<file path="config.mk">
export PLATFORM = sky130hd
export DESIGN_NAME = fetch_unit
export DESIGN_NICKNAME = d
export VERILOG_FILES = /design/src/rtl/fetch_unit.sv
export SDC_FILE = /design/constraint.sdc
export NUM_CORES = 1
export LEC_CHECK = 0
export ABC_AREA = 1
export BUFFER_PORTS_ARGS = -buffer_cell sky130_fd_sc_hd__buf_2
export CAP_MARGIN = 10
export CORE_UTILIZATION = 57
export DETAILED_ROUTE_END_ITERATION = 7
export GPL_TIMING_DRIVEN = 0
export HOLD_SLACK_MARGIN = 0.03
export PLACE_DENSITY_LB_ADDON = 0.08
export SLEW_MARGIN = 5
export SYNTH_ARGS = -nofsm -noshare
export SYNTH_HDL_FRONTEND = slang
export SYNTH_SLANG_ARGS = --single-unit
</file>
<file path="constraint.sdc">
create_clock -name clk_i -period 3.4 [get_ports clk_i]
set_input_delay 0.68 -clock clk_i [delete_from_list [all_inputs] [get_ports clk_i]]
set_output_delay 0.68 -clock clk_i [all_outputs]
set_load 0.005 [all_outputs]
</file>
<file path="src/rtl/fetch_unit.sv">
// -----------------------------------------------------------------------------
// fetch_unit
//
// Instruction fetch stage. It owns the fetch PC, issues one-word reads to the
// instruction memory, and buffers each returned word together with its byte PC
// in a small FIFO. The FIFO head is offered to decode. A redirect flushes the
// FIFO, drops any read still in flight, and restarts fetch at the target.
//
// Ports
//   clk_i          clock, rising edge
//   rst_i          asynchronous active-low reset
//   imem_re_o      imem read enable (issue this cycle)
//   imem_raddr_o   imem word address = fetch_pc[ADDRWIDTH+1:2]
//   imem_rdata_i   imem read data, valid one cycle after imem_re_o
//   redirect_i     redirect request (branch / jump)
//   redirect_pc_i  redirect target byte address (low two bits ignored)
//   instr_valid_o  FIFO head valid
//   instr_ready_i  decode accepts the head
//   instr_o        head instruction
//   pc_o           byte PC of the head instruction
//
// Handshake: the head transfers on every rising edge where instr_valid_o and
// instr_ready_i are both high. While instr_valid_o is high and instr_ready_i is
// low, instr_o and pc_o stay stable until a transfer or a redirect. instr_valid_o
// never depends combinationally on instr_ready_i.
// -----------------------------------------------------------------------------
module fetch_unit #(
    parameter int                   DATAWIDTH = 32,
    parameter int                   ADDRWIDTH = 12,
    parameter int                   DEPTH     = 2,
    parameter logic [DATAWIDTH-1:0] RESET_PC  = '0
) (
    input  logic                 clk_i,
    input  logic                 rst_i,
    output logic                 imem_re_o,
    output logic [ADDRWIDTH-1:0] imem_raddr_o,
    input  logic [DATAWIDTH-1:0] imem_rdata_i,
    input  logic                 redirect_i,
    input  logic [DATAWIDTH-1:0] redirect_pc_i,
    output logic                 instr_valid_o,
    input  logic                 instr_ready_i,
    output logic [DATAWIDTH-1:0] instr_o,
    output logic [DATAWIDTH-1:0] pc_o
);

    localparam int CW  = $clog2(DEPTH + 1);
    localparam int CW1 = CW + 1;
    localparam int PW  = (DEPTH > 1) ? $clog2(DEPTH) : 1;

    localparam logic [CW-1:0]  DEPTH_C  = CW'(DEPTH);
    localparam logic [CW1-1:0] DEPTH_W  = CW1'(DEPTH);
    localparam logic [PW-1:0]  LAST_PTR = PW'(DEPTH - 1);

    // Fetch-side state
    logic [DATAWIDTH-1:0] fetch_pc;
    logic                 inflight;
    logic [DATAWIDTH-1:0] inflight_pc;

    // Instruction buffer
    logic [DATAWIDTH-1:0] fifo_pc    [DEPTH];
    logic [DATAWIDTH-1:0] fifo_instr [DEPTH];
    logic [PW-1:0]        rd_ptr;
    logic [PW-1:0]        wr_ptr;
    logic [CW-1:0]        count;

    logic                 pop;
    logic                 push;
    logic                 issue;
    logic [CW1-1:0]       credit_used;

    // The target's low two bits are dropped on purpose (targets are aligned).
    logic                 unused_redirect_bits;
    assign unused_redirect_bits = &{1'b0, redirect_pc_i[1:0]};

    function automatic logic [PW-1:0] ptr_next(input logic [PW-1:0] p);
        return (p == LAST_PTR) ? '0 : p + PW'(1);
    endfunction

    assign instr_valid_o = (count != '0);
    assign instr_o       = fifo_instr[rd_ptr];
    assign pc_o          = fifo_pc[rd_ptr];

    assign pop  = instr_valid_o && instr_ready_i;
    assign push = inflight && !redirect_i;

    // Credit rule: every outstanding read already owns a FIFO slot, and a slot
    // freed by this cycle's pop may be reused immediately. pop implies count>=1,
    // so the subtraction cannot underflow.
    assign credit_used = {1'b0, count} + CW1'(inflight) - CW1'(pop);
    assign issue       = rst_i && !redirect_i && (credit_used < DEPTH_W);

    assign imem_re_o    = issue;
    assign imem_raddr_o = fetch_pc[ADDRWIDTH+1:2];

    // Fetch PC and in-flight tracking
    always_ff @(posedge clk_i or negedge rst_i) begin
        if (!rst_i) begin
            fetch_pc    <= {RESET_PC[DATAWIDTH-1:2], 2'b00};
            inflight    <= 1'b0;
            inflight_pc <= '0;
        end else if (redirect_i) begin
            fetch_pc <= {redirect_pc_i[DATAWIDTH-1:2], 2'b00};
            inflight <= 1'b0;
        end else if (issue) begin
            inflight    <= 1'b1;
            inflight_pc <= fetch_pc;
            fetch_pc    <= fetch_pc + DATAWIDTH'(4);
        end else begin
            // Any outstanding read returns this cycle and is pushed now.
            inflight <= 1'b0;
        end
    end

    // Instruction FIFO. A redirect empties it; a pop in the same cycle is
    // subsumed by the flush.
    always_ff @(posedge clk_i or negedge rst_i) begin
        if (!rst_i) begin
            for (int i = 0; i < DEPTH; i++) begin
                fifo_pc[i]    <= '0;
                fifo_instr[i] <= '0;
            end
            rd_ptr <= '0;
            wr_ptr <= '0;
            count  <= '0;
        end else if (redirect_i) begin
            rd_ptr <= '0;
            wr_ptr <= '0;
            count  <= '0;
        end else begin
            if (push) begin
                fifo_pc[wr_ptr]    <= inflight_pc;
                fifo_instr[wr_ptr] <= imem_rdata_i;
                wr_ptr             <= ptr_next(wr_ptr);
            end
            if (pop) begin
                rd_ptr <= ptr_next(rd_ptr);
            end
            case ({push, pop})
                2'b10:   count <= count + CW'(1);
                2'b01:   count <= count - CW'(1);
                default: count <= count;
            endcase
        end
    end

    // The issue credit rule guarantees a free slot for every response.
    assert property (@(posedge clk_i) disable iff (!rst_i)
                     !(push && !pop && (count == DEPTH_C)));

endmodule

</file>
==> impl_metrics.json <==
{
  "slew_headroom_pct": 60.7,
  "crit_required_ns": 2.72,
  "worst_pin_slew_ns": 0.590,
  "clock_path_buffers": 2,
  "ir_worst_vdd_mv": 0.439,
  "synth_warnings": 0,
  "htreeDepth": 4,
  "crit_buf_inv": 4,
  "clockRootBuffer": "clkbuf_16",
  "place_congestion": 0.909,
  "setup_viol": 0,
  "grt_first_pass_wirelength_um": 36100,
  "ant_nets": 0,
  "clock_sinks": 189,
  "fp-row-count": 45,
  "ys_types": 26,
  "cp_max_fo": 4,
  "dp_hpwl_um": 15400,
  "start_util_pct": 59.2,
  "syn_to_final_growth_pct": 18.4,
  "synthFlopType": "dfrtp_1",
  "wl_per_cell_um": 13.6,
  "layout-drive-gt1-share_pct": 16.7,
  "die_width_um": 128,
  "grt_pass1_vias": 7496,
  "synth_seq_cells": 189,
  "powerDensity_nw_per_um2": 831,
  "critPathSlowestCell": "fa_1",
  "setup.worst_path.class": "reg -> out",
  "drcViolationCount": 0,
  "reg2reg_to": "fetch_pc[27]$_DFFE_PN0P_",
  "setup_tns_ns": 0,
  "grtUsageTotal_pct": 28.1,
  "finalPower_uw": 8960,
  "cpPeakStageDelay_ns": 0.54,
  "path_depth": 12,
  "core_um2": 15400,
  "die_y_um": 128,
  "clock_latency_ns": 0.43,
  "startpoint_type": "register",
  "postLayoutCellArea_um2": 10800,
  "synthesis.area_um2": 9100,
  "synth_cells": 1214,
  "period_needed_ns": 3.27,
  "synthArstFlopShare_pct": 100,
  "worst_r2r_path_depth": 15,
  "numCtsBuffers": 17,
  "cpLargestDelayFamily": "adder cells",
  "endpoint_kind": "output pin",
  "grt_setup_unrepaired": "false",
  "nFillCells": 1336,
  "port_buffers": 140,
  "antenna_cells": 0,
  "antenna_found_initial": 0,
  "post-route-util_pct": 70.1,
  "vias": 8175,
  "clk_pin_slew_worst_paths_ns": 0.06,
  "dp.cells": 1567,
  "drt_wl_total_um": 21900,
  "power.leakage_uw": 0.00587,
  "period_share_pct": 96.1,
  "firstDrtPassIters": 5,
  "place_area_um2": 10100,
  "min_path_type": "in -> async",
  "fin_skew_ns": 0.00631,
  "r2r_start": "count[1]$_DFFE_PN0P_",
  "viasPerCell": 5.09,
  "nets": 1454,
  "regToRegSetupSlack_ns": 0.53,
  "io_pins": 146,
  "path_cells": "inv_2, nand2_4, nand2_2, inv_1, ha_1, or2_4, fa_1, nand2_1, nor2_2, nand2_2, clkinv_4, buf_2",
  "grt_max_degree": 118,
  "finalHoldViolations": 0,
  "arrival_ns": 2.59,
  "seq_area_frac_synth_pct": 52.0,
  "maxCapViolations": 0,
  "cts_hold_buf": 0,
  "crit_top_cell": "nand2_2",
  "synth_edf_count": 0,
  "final_cell_count_no_fill": 1607,
  "cts_tree": "yes",
  "syn_area_per_cell_um2": 7.50,
  "gr-total-overflow": 0,
  "finalMaxSlewViolations": 0,
  "status": "complete, no violations",
  "die_area_um2": 16500,
  "drt_iter0_drc": 588,
  "max_clock_freq_ghz": 0.306
}
==> worst max path at each step <==
stage | from | end | slack (ns)
floorplan | instr_ready_i | imem_re_o | 0.35
global placement | rst_i | imem_re_o | -2.15
detailed placement | instr_ready_i | imem_re_o | -0.20
CTS | count[0]$_DFFE_PN0P_ | imem_re_o | 0.01
global route | count[1]$_DFFE_PN0P_ | imem_re_o | 0.01
finish | count[1]$_DFFE_PN0P_ | imem_re_o | 0.13
==> timing repair <==
| item | 4_1_cts | 5_1_grt |
|---|---|---|
| buffers inserted | 5 | 4 |
| pin swaps | 3 | 4 |
| resized for setup | 5 | 5 |
| endpoints found under the setup margin | 1 | 1 |
==> stage by stage <==
step                setup WS, ns  hold slack [ns]
detailed placement        -0.204            0.473
CTS                       0.0102            0.224
finish                     0.131            0.204
global placement           -2.15            0.465
floorplan                  0.350            0.384
global route             0.00981            0.239
==> per-layer routing <==
metal / vias to the layer above / share of wire [%] / track usage (%)
met5: - / 0 / 0
met1: 3781 / 44 / 38.7
met4: 0 / 2.5 / 11.1
met2: 267 / 48 / 44.9
li1: 4085 / - / -
met3: 42 / 6.0 / 4.70
==> logic make-up after synthesis <==
group	share of synthesized area, %
other	0.0412
and+or+nand+nor	27.4
adders and majority gates	0.495
DFF	52.0
AOI/OAI and AO/OA	9.80
buffers and inverters	9.98
xor gates and xnor gates	0.289
==> power by group <==
part / leakage [uW] / internal (uW) / switching (uW)
sequential: 0.00239 / 3170 / 565
combinational: 0.00320 / 1320 / 1930
clock: 0.000278 / 1140 / 833
==> area by class of cell <==
cell class	count	area, um^2	share of cell area (%)
inverters	135	517	4.79
clock inverters	10	114	1.06
clock buffers	22	474	4.40
repair buffers	150	806	7.48
flip-flops and latches	189	4730	43.9
multi-input cells	821	3480	32.3
well taps	211	264	2.45
plain buffers	69	392	3.63
==> registers in the layout, indices dropped and copies added (netlist names) <==
register     cells
fifo_instr      64
fifo_pc         60
fetch_pc        30
inflight_pc     30
count            2
inflight         1
rd_ptr           1
wr_ptr           1
==> cell usage after synthesis (3+ instances only) <==
cell type,count,area [um^2]
nand3_1,69,345
clkbuf_1,29,109
o21ai_1,47,235
buf_6,8,90.1
xor2_1,3,26.3
buf_2,16,80.1
buf_4,14,105
o21ai_2,3,26.3
inv_1,132,495
dfrtp_1,189,4730
o21ai_0,108,541
nor2_1,69,259
a21oi_1,15,75.1
nand2_1,494,1850
==> layout by cell type (no fill, tap or decap), types with 2 or more instances in the layout <==
master,count
buf_1,2
clkbuf_16,17
inv_2,3
conb_1,2
o21ai_0,108
clkinv_4,2
dfrtp_1,189
o211ai_1,2
o21ai_1,47
clkbuf_1,31
buf_6,8
buf_2,154
nand2_2,3
xor2_1,3
bufinv_16,2
a21oi_1,15
nor2_1,68
nand3_1,69
nand2_1,492
buf_4,23
inv_1,130
clkinvlp_4,4
clkinv_2,3
ha_1,2
clkbuf_8,3
o21ai_2,3
Power figures use the tool's default switching activity.
